## src/rtl/muldiv_seq_pkg.sv

```systemverilog
// Shared definitions for the mips789 multiply/divide unit: MD_* op codes and
// small op-classification helpers.
package muldiv_seq_pkg;

  localparam logic [3:0] MD_NOP   = 4'd0;
  localparam logic [3:0] MD_MULT  = 4'd1;
  localparam logic [3:0] MD_MULTU = 4'd2;
  localparam logic [3:0] MD_DIV   = 4'd3;
  localparam logic [3:0] MD_DIVU  = 4'd4;
  localparam logic [3:0] MD_MFHI  = 4'd5;
  localparam logic [3:0] MD_MFLO  = 4'd6;
  localparam logic [3:0] MD_MTHI  = 4'd7;
  localparam logic [3:0] MD_MTLO  = 4'd8;

  function automatic logic is_arith(input logic [3:0] op);
    case (op)
      MD_MULT, MD_MULTU, MD_DIV, MD_DIVU: is_arith = 1'b1;
      default:                            is_arith = 1'b0;
    endcase
  endfunction

  function automatic logic is_div(input logic [3:0] op);
    case (op)
      MD_DIV, MD_DIVU: is_div = 1'b1;
      default:         is_div = 1'b0;
    endcase
  endfunction

  function automatic logic is_signed_op(input logic [3:0] op);
    case (op)
      MD_MULT, MD_DIV: is_signed_op = 1'b1;
      default:         is_signed_op = 1'b0;
    endcase
  endfunction

endpackage

```

## src/rtl/muldiv_seq_step.sv

```systemverilog
// One radix-2 iteration: shift-add multiply (LSB first) or restoring divide
// (MSB first) on the {hi, lo} accumulator, chosen by mode_div.
module muldiv_step #(
  parameter int WIDTH = 32
) (
  input  logic             mode_div,
  input  logic [WIDTH:0]   hi,
  input  logic [WIDTH-1:0] lo,
  input  logic [WIDTH-1:0] m,
  output logic [WIDTH:0]   hi_next,
  output logic [WIDTH-1:0] lo_next
);

  logic [WIDTH+1:0] sum;
  logic [WIDTH+1:0] rem_sh;
  logic [WIDTH+1:0] diff;

  // Next accumulator value for either mode
  always_comb begin
    sum    = {1'b0, hi} + {2'b00, (lo[0] ? m : {WIDTH{1'b0}})};
    rem_sh = {hi, lo[WIDTH-1]};
    diff   = rem_sh - {2'b00, m};
    if (mode_div) begin
      // Non-negative difference means the divisor fits: keep it, quotient bit 1
      if (!diff[WIDTH+1]) begin
        hi_next = diff[WIDTH:0];
        lo_next = {lo[WIDTH-2:0], 1'b1};
      end else begin
        hi_next = rem_sh[WIDTH:0];
        lo_next = {lo[WIDTH-2:0], 1'b0};
      end
    end else begin
      hi_next = sum[WIDTH+1:1];
      lo_next = {sum[0], lo[WIDTH-1:1]};
    end
  end

endmodule

```

## src/rtl/muldiv_seq.sv

```systemverilog
// Sequential 32-bit MULT/MULTU/DIV/DIVU unit with architectural HI/LO;
// 32 RUN cycles plus one FIX cycle for sign correction and HI/LO write-back.
module muldiv_seq
  import muldiv_seq_pkg::*;
#(
  parameter int WIDTH = 32,
  parameter int CNT_W = 6
) (
  input  logic             clk,
  input  logic             rst,
  input  logic [3:0]       op,
  input  logic [WIDTH-1:0] a,
  input  logic [WIDTH-1:0] b,
  output logic [WIDTH-1:0] res,
  output logic             busy,
  output logic             done
);

  typedef enum logic [1:0] {ST_IDLE, ST_RUN, ST_FIX} state_t;

  state_t             state;
  logic [CNT_W-1:0]   cnt;
  logic [WIDTH:0]     acc_hi;
  logic [WIDTH-1:0]   acc_lo;
  logic [WIDTH-1:0]   mcand;
  logic               mode_div;
  logic               sign_q;
  logic               sign_r;
  logic               div_zero;
  logic [WIDTH-1:0]   hi;
  logic [WIDTH-1:0]   lo;

  logic               op_signed;
  logic [WIDTH-1:0]   abs_a;
  logic [WIDTH-1:0]   abs_b;
  logic [WIDTH:0]     step_hi;
  logic [WIDTH-1:0]   step_lo;
  logic [2*WIDTH-1:0] prod;
  logic [2*WIDTH-1:0] prod_fix;
  logic [WIDTH-1:0]   fix_hi;
  logic [WIDTH-1:0]   fix_lo;

  muldiv_step #(.WIDTH(WIDTH)) u_step (
    .mode_div (mode_div),
    .hi       (acc_hi),
    .lo       (acc_lo),
    .m        (mcand),
    .hi_next  (step_hi),
    .lo_next  (step_lo)
  );

  // Operand magnitudes for signed ops
  always_comb begin
    op_signed = is_signed_op(op);
    if (op_signed && a[WIDTH-1]) begin
      abs_a = -a;
    end else begin
      abs_a = a;
    end
    if (op_signed && b[WIDTH-1]) begin
      abs_b = -b;
    end else begin
      abs_b = b;
    end
  end

  // Sign-corrected results written to HI/LO in FIX
  always_comb begin
    prod = {acc_hi[WIDTH-1:0], acc_lo};
    if (sign_q) begin
      prod_fix = -prod;
    end else begin
      prod_fix = prod;
    end
    if (mode_div) begin
      // Divide by zero reports all-ones quotient regardless of operand signs
      if (div_zero) begin
        fix_lo = {WIDTH{1'b1}};
      end else if (sign_q) begin
        fix_lo = -acc_lo;
      end else begin
        fix_lo = acc_lo;
      end
      if (sign_r) begin
        fix_hi = -acc_hi[WIDTH-1:0];
      end else begin
        fix_hi = acc_hi[WIDTH-1:0];
      end
    end else begin
      fix_hi = prod_fix[2*WIDTH-1:WIDTH];
      fix_lo = prod_fix[WIDTH-1:0];
    end
  end

  // MFHI/MFLO read port
  always_comb begin
    case (op)
      MD_MFHI: res = hi;
      MD_MFLO: res = lo;
      default: res = {WIDTH{1'b0}};
    endcase
  end

  // Control FSM, iteration datapath and HI/LO registers
  always_ff @(posedge clk or negedge rst) begin
    if (!rst) begin
      state    <= ST_IDLE;
      cnt      <= {CNT_W{1'b0}};
      acc_hi   <= {(WIDTH+1){1'b0}};
      acc_lo   <= {WIDTH{1'b0}};
      mcand    <= {WIDTH{1'b0}};
      mode_div <= 1'b0;
      sign_q   <= 1'b0;
      sign_r   <= 1'b0;
      div_zero <= 1'b0;
      hi       <= {WIDTH{1'b0}};
      lo       <= {WIDTH{1'b0}};
      busy     <= 1'b0;
      done     <= 1'b0;
    end else begin
      done <= 1'b0;
      case (state)
        ST_IDLE: begin
          if (is_arith(op)) begin
            mode_div <= is_div(op);
            sign_q   <= op_signed & (a[WIDTH-1] ^ b[WIDTH-1]);
            sign_r   <= op_signed & a[WIDTH-1];
            div_zero <= is_div(op) & (b == {WIDTH{1'b0}});
            acc_hi   <= {(WIDTH+1){1'b0}};
            acc_lo   <= is_div(op) ? abs_a : abs_b;
            mcand    <= is_div(op) ? abs_b : abs_a;
            cnt      <= {CNT_W{1'b0}};
            busy     <= 1'b1;
            state    <= ST_RUN;
          end else if (op == MD_MTHI) begin
            hi <= a;
          end else if (op == MD_MTLO) begin
            lo <= a;
          end
        end
        ST_RUN: begin
          acc_hi <= step_hi;
          acc_lo <= step_lo;
          if (cnt == CNT_W'(WIDTH - 1)) begin
            cnt   <= {CNT_W{1'b0}};
            state <= ST_FIX;
          end else begin
            cnt <= cnt + CNT_W'(1);
          end
        end
        ST_FIX: begin
          hi    <= fix_hi;
          lo    <= fix_lo;
          busy  <= 1'b0;
          done  <= 1'b1;
          state <= ST_IDLE;
        end
        default: begin
          busy  <= 1'b0;
          state <= ST_IDLE;
        end
      endcase
    end
  end

endmodule

```

## config.mk

```make
export PLATFORM = sky130hd
export DESIGN_NAME = muldiv_seq
export DESIGN_NICKNAME = d
export VERILOG_FILES = /design/src/rtl/muldiv_seq_pkg.sv /design/src/rtl/muldiv_seq_step.sv /design/src/rtl/muldiv_seq.sv
export SDC_FILE = /design/constraint.sdc
export NUM_CORES = 1
export LEC_CHECK = 0
export CORE_MARGIN = 2
export CORE_UTILIZATION = 35
export DETAILED_ROUTE_END_ITERATION = 16
export SLEW_MARGIN = 20
export SYNTH_ARGS = -nofsm -noshare
export SYNTH_HDL_FRONTEND = slang
export SYNTH_SLANG_ARGS = --single-unit
```

## constraint.sdc

```tcl
create_clock -name clk -period 5.8 [get_ports clk]
set_clock_uncertainty 0.15 [all_clocks]
set_input_delay 1.16 -clock clk [delete_from_list [all_inputs] [get_ports clk]]
set_output_delay 1.16 -clock clk [all_outputs]
set_load 0.03 [all_outputs]
```

**Word-level counts from Yosys, hierarchy flattened**

Cells that the tools add are included.

- Register bits after elaboration: 175
- Word-level logic and storage cells: 100

- Add/sub/neg operators: 8
- Eq/ne operators: 17
- Multiplexer cells: 42
- Bitwise gates (word level): 5
- Reduce and logical (&&, ||, !) cells: 15

Operator list:

| kind | count |
|---|---|
| $mux W32 | 17 |
| $pmux W32 S2 | 4 |
| $neg A32 Y32 | 4 |
| $mux W33 | 3 |
| $pmux W33 S2 | 1 |
| $mux W64 | 1 |
| $neg A64 Y64 | 1 |
| $add A33 B32 Y34 | 1 |
| $sub A34 B32 Y34 | 1 |
| $logic_not A32 Y1 | 1 |
| $eq A4 B3 Y1 const B | 4 |
| $mux W6 | 2 |
| $ne A2 B2 Y1 const B | 6 |
| $pmux W6 S2 | 1 |
| $mux W1 | 9 |
| $eq A4 B2 Y1 const B | 2 |
| $reduce_and A2 Y1 | 4 |
| $add A6 B1 Y6 const B | 1 |
| $eq A6 B5 Y1 const B | 1 |
| $eq A4 B1 Y1 const B | 1 |
| $eq A4 B4 Y1 const B | 1 |
| $mux W2 | 2 |
| $pmux W2 S2 | 1 |
| $reduce_and A4 Y1 | 1 |
| 12 further kinds | 17 |

**Longest topological paths before layout**

Gate-level depths: netlist of run 1.

- Word-level depth: 9
- Mapped depth: 14
- Depth with buffers taken out: 13

**Hierarchy**

From an unflattened synthesis of run 1, not the netlist that was laid out.

- Cell total of the unflattened synthesis: 1952
- Area total of the unflattened synthesis: 16114.2 um^2

Modules (own cells, without submodules):

| module | times used | cells each | area each (um^2) | sequential area each (um^2) |
|---|---|---|---|---|
| muldiv_seq | 1 | 1297 | 11383.4 | 4379.2 |
| muldiv_step | 1 | 655 | 4730.8 | 0.0 |

**Least setup slack after synthesis of run 1**

OpenSTA, ideal clock, no wires.

- Path kind: in2out
- Start: in op[2]
- End: out res[10]
- Arrival: 2.247 ns
- Required time: 4.490 ns
- Setup slack: 2.243 ns
- Stages: 5
- Path buffers: 1
- Path through: nor2b_1 -> nand2_1 -> nor2_1 -> clkbuf_1 -> a22o_1

- Cells in the longest elaborated chain, start to end: 2
- Elaborated cells on any way between the ends: 3
- Classes of those cells: eq/ne: 2; mux: 1

RTL lines:

| element | line | RTL |
|---|---|---|
| start, declared | muldiv_seq.sv:11 | `input logic [3:0] op,` |
| $eq A4 B3 Y1 | muldiv_seq.sv:97 | `case (op)` |
| $pmux W32 S2 * | muldiv_seq.sv:97 |  |
| end, declared | muldiv_seq.sv:14 | `output logic [WIDTH-1:0] res,` |

Mark *: on every way between the ends. The rest lies on a longest branch, timed or not.

**Worst setup path in the final report of run 1**

- Start: in op[2]
- End: out res[6]

The elaborated chain is that of the path after synthesis.

==> impl_metrics.toml, run 1 <==
[logic_synthesis]
synthesis.area_um2 = 15500
ys.flop_type = "dfrtp_1"
synth_cell_type_count = 87
synth_seq_cells = 175
ys_async_sr_fraction_pct = 100
syn_avg_cell_area_um2 = 7.79
synth_top_family_by_area = "compound AO/OA/AOI/OAI gates"
synth_xor_area_share_pct = 9.34
seq_area_frac_synth_pct = 28.3
synth_compound_area_share_pct = 29.7
synth_simple_gate_area_share_pct = 18.5
synthAdderAreaFrac_pct = 5.84
synth_nets = 2128
synth_edf_count = 0
synthMuxAreaShare_pct = 3.79
synth_cells = 1987
yosysWarningCount = 0

[hold_path]
min_from = "mcand[28]$_DFFE_PN0P_"
hold_path.class = "flip-flop to flip-flop"

[floorplan]
rows = 77
die_h_um = 214
die_w_um = 214
core-area_um2 = 43900
die-area_um2 = 45900
start_util_pct = 35.2
ioPinCount = 104

[route]
remaining_drc_errors = 0
routedWlPerCell_um = 22.6
postRouteAntennaNets = 0
drt_pass1_iterations = 6
wirelength_um = 59400
vias = 15500
drt_iter0_drc = 1706
vias_per_cell = 5.89

[job]
maxCapViolCount = 0

[clock_tree]
root_buffer = "clkbuf_16"
cts.path.max_buffers = 2
ctsHoldBuffers = 0
cts_tree = "yes"
postCtsResizedCells = 0
clk_latency_ns = 0.46
cts_made_buffers = 17
cts.sinks = 175
clk_pin_slew_ns = 0.07
postCtsSetupBuffers = 0
htree_levels = 4

[pwr]
power_density_nw_per_um2 = 539
p_leak_uw = 0.00711
ir_drop_mv = 0.375
p_total_uw = 9500

[critical_path]
crit_type = "input port to primary output"
end_kind = "primary output"
start_kind = "input port"
arrival_ns = 3.39
path_max_fanout = 32
crit_required_ns = 4.49
timing.rr.start = "acc_lo[0]$_DFFE_PN0P_"
setup.worst_path.start = "op[2]"

[sta]
fin_crit_sh_pct = 81.0
period_minus_slack_ns = 4.70
drv_slew = 0
fin_hold_ws_ns = 0.329
worst_pin_slew_ns = 1.08
rsz0062_at_grt = "false"
clock.fmax_ghz = 0.213
hold_viol_final = 0
report.final.setup_viol = 0
slew_headroom_pct = 27.6
tns_ns = 0

[status]
status = "completed"

[final_layout]
fin_nets = 2158
area_delta_synth_final_pct = 13.9
final_layout_size_suffix_gt1_share_pct = 5.67
final_cell_mix = "o21ai_0, nand2_1, a21oi_1"
final_common_cell = "o21ai_0"

[global_route]
antenna_found_initial = 9
grt_max_degree = 96
grt_pass1_vias = 14500
grtUsageTotal_pct = 25.3
grt_overflow = 0
grt_pass1_wl_um = 89600

[place]
hpwl_um = 45600
io_buffers = 103
gp_routability_congestion = 0.977
-- final timing paths --
kind                                     endpoint  slack, ns  cells after the start
max reg2reg                acc_hi[30]$_DFFE_PN0P_       1.41                     13
min                         mcand[28]$_DFFE_PN0P_       0.33                      2
min in group asynchronous       hi[9]$_DFFE_PN0P_       0.64                      1
max                                        res[6]       1.10                      7
min reg2reg                 mcand[28]$_DFFE_PN0P_       0.33                      2
max in group asynchronous   mcand[15]$_DFFE_PN0P_       3.79                      2
-- routing by layer --
metal / global-route usage, % / vias to the layer above / wire length (µm)
met3: 6.03 / 92 / 5020
met1: 36.0 / 7475 / 27000
met5: 0 / - / 53
li1: - / 7296 / -
met2: 37.3 / 615 / 25700
met4: 8.82 / 8 / 1670
-- state kept, by name, indices dropped and copies added (netlist names) --
register,cells
hi,32
sign_q,1
busy,1
div_zero,1
mcand,32
done,1
cnt,6
acc_hi,33
lo,32
state,2
mode_div,1
sign_r,1
acc_lo,32
-- area by class of cell --
cell class / instances / area, µm²
tap: 592 / 741
timing repair buffer: 131 / 1250
sequential: 175 / 4380
inverter: 61 / 229
multi-input combinational: 1631 / 10400
clock buffer: 18 / 429
antenna: 5 / 12.5
clock inverter: 14 / 145
fill: 4570 / 26300
-- critical path, stage by stage --
cell and delay [ns]:
clkdlybuf4s50_1 0.56, nor2b_1 0.25, nand2_1 0.09, nor2_2 0.08, buf_4 0.32, a22o_1 0.22, clkdlybuf4s50_1 0.68
-- stage by stage --
step / utilization [%] / cell area [µm²] / std cells / setup slack (ns)
4_1_cts: 40.1 / 17600 / 2622 / 1.14
5_1_grt: 40.1 / 17600 / 2627 / 0.955
6_report: 40.1 / 17600 / 2627 / 1.10
2_1_floorplan: - / 15500 / 1987 / 2.24
3_5_place_dp: 38.8 / 17000 / 2590 / 1.14
3_3_place_gp: 38.8 / 17000 / 2590 / 1.16
-- cell usage after synthesis (all sizes together), types with 23 or more instances --
cell	count	area share [%]
a22o	32	1.8
xor2	68	3.8
nand3	27	0.87
inv	60	1.5
nand2	203	4.9
a211oi	50	2.4
a21oi	196	6.4
xnor2	97	5.5
a21o	38	1.8
a22oi	26	1.3
dfrtp	175	28
o21ai	222	7.3
mux2i	56	3.6
clkbuf	103	2.5
o22ai	32	1.3
nor2	187	4.6
ha	69	5.6
o31ai	23	1.1
nor3	46	1.7
-- cell families after synthesis --
| family | count (synthesis) |
|---|---|
| compound gates | 731 |
| xor+xnor | 165 |
| mux | 58 |
| buf+inv | 181 |
| fa+ha+maj | 71 |
| flops | 175 |
| simple gates | 606 |
-- report_power, final --
group / leakage [µW] / internal (µW) / switching [µW] / total [µW]
Clock: 0.000278 / 609 / 592 / 1200
Combinational: 0.00472 / 2400 / 3440 / 5840
Sequential: 0.00211 / 1670 / 792 / 2460
Note: power is estimated with default switching activity, not from simulation.
==> inputs of run 2 (changes only) <==
==> constraint.sdc (replaced) <==
create_clock -name clk -period 4.4 [get_ports clk]
set_clock_uncertainty 0.15 [all_clocks]
set_input_delay 0.88 -clock clk [delete_from_list [all_inputs] [get_ports clk]]
set_output_delay 0.88 -clock clk [all_outputs]
set_load 0.03 [all_outputs]
==> impl_metrics.toml, run 2 (same netlist as run 1, synthesis figures left out) <==
[critical_path]
cpPeakStageDelay_ns = 0.87
crit_required_ns = 4.54
path_max_fanout = 5
path_cells = "ha_1 > inv_1 > fa_1 > a211oi_1 > o211ai_1 > a221oi_2 > o31a_2 > nor3_1 > a211oi_1 > nor2_1 > a2111oi_0 > o41ai_1"
crit_type = "flip-flop to flip-flop"
arrival_ns = 4.50
end_kind = "flip-flop"
crit_top_cell = "a211oi_1"
critPathSlowestCell = "a2111oi_0"
start_kind = "flip-flop"

[sta]
slew_headroom_pct = 32.8
tns_ns = 0
clock.fmax_ghz = 0.230
drv_slew = 0
report.final.setup_viol = 0
fin_hold_ws_ns = 0.260
period_minus_slack_ns = 4.35
hold_viol_final = 0
worst_pin_slew_ns = 0.982
fin_crit_sh_pct = 98.9
rsz0062_at_grt = "false"

[pwr]
ir_drop_mv = 0.427
p_total_uw = 12900
p_leak_uw = 0.00734
power_density_nw_per_um2 = 714

[final_layout]
final_cells = 2666
fin_nets = 2195
final_layout_size_suffix_gt1_share_pct = 7.79
final_common_cell = "o21ai_0"
largest_reg_flops = 33
top_register = "acc_hi"
area_delta_synth_final_pct = 16.5
fin_util_pct = 41.1
final_cell_mix = "o21ai_0, nand2_1, a21oi_1"

[place]
gp_routability_congestion = 1.01
placedCellCount = 2627
hpwl_um = 47100
io_buffers = 103

[floorplan]
rows = 77
die-area_um2 = 45900
start_util_pct = 35.2
core-area_um2 = 43900
die_h_um = 214
die_w_um = 214
ioPinCount = 104

[hold_path]
hold_path.class = "input port to asynchronous set/reset pin"

[clock_tree]
postCtsResizedCells = 0
cts_made_buffers = 17
cts_tree = "yes"
cts.sinks = 175
clk_latency_ns = 0.47
postCtsSetupBuffers = 0
ctsHoldBuffers = 0
cts.path.max_buffers = 2
htree_levels = 4
root_buffer = "clkbuf_16"
clk_pin_slew_ns = 0.08

[route]
drt_pass1_iterations = 6
routedWlPerCell_um = 22.5
drt_iter0_drc = 1666
vias_per_cell = 5.91
remaining_drc_errors = 0
vias = 15800
postRouteAntennaNets = 0
wirelength_um = 60100

[global_route]
grt_overflow = 0
antenna_found_initial = 7
grtUsageTotal_pct = 25.8
grt_pass1_wl_um = 91600
grt_max_degree = 72
grt_pass1_vias = 14700

[job]
maxCapViolCount = 0

[status]
status = "completed"
[run 2: cell types whose count changed in the layout (fill, tap and decap cells not counted), moves of 2 or more]
cell,before,now
buf_4,27,65
clkdlybuf4s50_1,102,92
buf_12,1,10
bufinv_16,1,3
diode_2,5,7
inv_8,3,1
[run 2: final timing paths]
kind	start	endpoint	slack, ns	cells after the start
setup / recovery	mcand[0]$_DFFE_PN0P_	acc_hi[30]$_DFFE_PN0P_	0.05	12
hold / removal	rst	lo[8]$_DFFE_PN0P_	0.26	1
setup reg to reg	mcand[0]$_DFFE_PN0P_	acc_hi[30]$_DFFE_PN0P_	0.05	12
hold reg to reg	mcand[28]$_DFFE_PN0P_	mcand[28]$_DFFE_PN0P_	0.33	2
max in group asynchronous	rst	acc_lo[12]$_DFFE_PN0P_	2.83	2
min in group clk	mcand[28]$_DFFE_PN0P_	mcand[28]$_DFFE_PN0P_	0.33	2
[run 2: per-stage QoR]
| step | setup WS, ns | instance area, µm² |
|---|---|---|
| 5_1_grt | 0.0247 | 18000 |
| 2_1_floorplan | 0.989 | 15500 |
| 4_1_cts | 0.273 | 18000 |
| 3_5_place_dp | 0.279 | 17400 |
| 3_3_place_gp | 0.291 | 17400 |
| 6_report | 0.0469 | 18000 |
[run 2: critical path, delay by kind of cell, from the launching register on]
| family | cells | cell delay [ns] |
|---|---|---|
| buffers and inverters | 1 | 0.06 |
| DFF | 1 | 0.43 |
| adders and majority gates | 2 | 0.65 |
| and+or+nand+nor | 2 | 0.17 |
| AOI/OAI and AO/OA | 7 | 2.72 |
[run 2: where the power goes]
part           switching [µW]  internal, µW  leakage [µW]
clock network             764           909      0.000288
logic                    4830          3340       0.00494
registers                 833          2210       0.00211
total                    6430          6460       0.00734
[run 2: routing by layer]
layer	routed length, µm	track usage, %
met5	0	0
met4	1880	9.38
met3	3930	3.13
met2	26400	39.3
met1	27900	37.4
[run 2: cell type report]
class / count / area (µm²)
antenna: 7 / 17.5
clock buffer: 19 / 433
clock inverter: 13 / 176
fill: 4579 / 25900
inverter: 61 / 229
multi-input combinational: 1631 / 10400
sequential: 175 / 4380
tap: 592 / 741
timing repair buffer: 168 / 1620
==> inputs of run 3 (changes only) <==
--- a/config.mk
+++ b/config.mk
@@ -6,8 +6,9 @@
 export NUM_CORES = 1
 export LEC_CHECK = 0
 export CORE_MARGIN = 2
-export CORE_UTILIZATION = 35
+export CORE_UTILIZATION = 45
 export DETAILED_ROUTE_END_ITERATION = 16
+export GPL_ROUTABILITY_DRIVEN = 1
 export SLEW_MARGIN = 20
 export SYNTH_ARGS = -nofsm -noshare
 export SYNTH_HDL_FRONTEND = slang
==> impl_metrics.toml, run 3 (same netlist as run 1, synthesis figures left out) <==
[critical_path]
start_kind = "input port"
path_max_fanout = 32
end_kind = "primary output"
crit_type = "input port to primary output"
arrival_ns = 2.99
crit_required_ns = 3.37

[final_layout]
largest_reg_flops = 33
final_cell_mix = "o21ai_0, nand2_1, a21oi_1"
regArea_um2 = 4380
area_delta_synth_final_pct = 15.6
final_cells = 2530
multi_input_area_um2 = 10400
nFillCells = 3302
top_register = "acc_hi"
fin_nets = 2209
final_common_cell = "o21ai_0"
final_layout_size_suffix_gt1_share_pct = 7.88

[clock_tree]
cts.sinks = 175
postCtsSetupBuffers = 0
cts_made_buffers = 17
postCtsResizedCells = 0
clk_pin_slew_ns = 0.07
cts_tree = "yes"
clk_latency_ns = 0.46
root_buffer = "clkbuf_16"
cts.path.max_buffers = 2
ctsHoldBuffers = 0
htree_levels = 4

[pwr]
power_density_nw_per_um2 = 717
ir_drop_mv = 0.529
p_total_uw = 12800
p_leak_uw = 0.00738

[sta]
rsz0062_at_grt = "false"
slew_headroom_pct = 37.4
setup_slack_ns = 0.378
drv_slew = 0
fin_hold_ws_ns = 0.288
hold_viol_final = 0
tns_ns = 0
report.final.setup_viol = 0
fin_crit_sh_pct = 91.4
worst_pin_slew_ns = 0.937
clock.fmax_ghz = 0.249
period_minus_slack_ns = 4.02

[global_route]
grt_pass1_vias = 14500
grt_overflow = 0
antenna_found_initial = 0
grtUsageTotal_pct = 32.5
grt_pass1_wl_um = 88500
grt_max_degree = 72

[status]
status = "completed"

[place]
io_buffers = 103
placedCellCount = 2497
gp_routability_congestion = 0.981
dp_slack_ns = 0.382
hpwl_um = 45500

[route]
vias = 15600
remaining_drc_errors = 0
wirelength_um = 58300
routedWlPerCell_um = 23.0
drt_iter0_drc = 1604
vias_per_cell = 6.16
postRouteAntennaNets = 0
drt_pass1_iterations = 5

[floorplan]
rows = 67
die_w_um = 189
die_h_um = 189
start_util_pct = 45.9
core-area_um2 = 33700
ioPinCount = 104
die-area_um2 = 35900

[hold_path]
hold_path.class = "input port to asynchronous set/reset pin"

[job]
maxCapViolCount = 0
==> run 3: stage by stage <==
| step | cell area, µm² | util, % |
|---|---|---|
| final | 17900 | 53.1 |
| after global routing | 17900 | 53.1 |
| after CTS | 17900 | 53.1 |
| after detailed placement | 17300 | 51.3 |
| after global placement | 17300 | 51.3 |
| after floorplan | 15500 | - |
==> run 3: final cells by class <==
| class | count | share of cell area, % |
|---|---|---|
| multi-input combinational | 1631 | 58.3 |
| sequential | 175 | 24.5 |
| timing repair buffer | 182 | 9.43 |
| tap | 448 | 3.13 |
| clock buffer | 20 | 2.55 |
| inverter | 61 | 1.28 |
| clock inverter | 12 | 0.846 |
| antenna | 1 | 0.0140 |
==> run 3: final timing paths <==
path,to,start,slack [ns],depth (start not counted)
max,res[30],op[2],0.38,7
min,done$_DFF_PN0_,rst,0.29,1
max reg2reg,acc_hi[30]$_DFFE_PN0P_,acc_lo[0]$_DFFE_PN0P_,0.60,13
min reg2reg,mcand[26]$_DFFE_PN0P_,mcand[26]$_DFFE_PN0P_,0.32,2
max in group asynchronous,acc_lo[13]$_DFFE_PN0P_,rst,2.84,2
min in group clk,mcand[26]$_DFFE_PN0P_,mcand[26]$_DFFE_PN0P_,0.32,2
==> run 3: metal layers <==
layer	GRT usage (%)	routed length [µm]
met5	0	0
met4	12.9	2240
met3	7.40	5100
met2	46.4	24100
met1	47.1	26900
==> run 3: worst max-delay path: stages <==
cell	delay, ns
clkdlybuf4s50_1	0.56
nor2b_1	0.25
nand2_1	0.09
nor2_2	0.14
buf_12	0.20
a22o_1	0.17
clkdlybuf4s50_1	0.68
==> run 3: report_power, final <==
group	internal (µW)	total (µW)	leakage [µW]	switching (µW)
Combinational	3330	8100	0.00497	4770
Clock	882	1630	0.000292	744
Sequential	2200	3100	0.00211	897
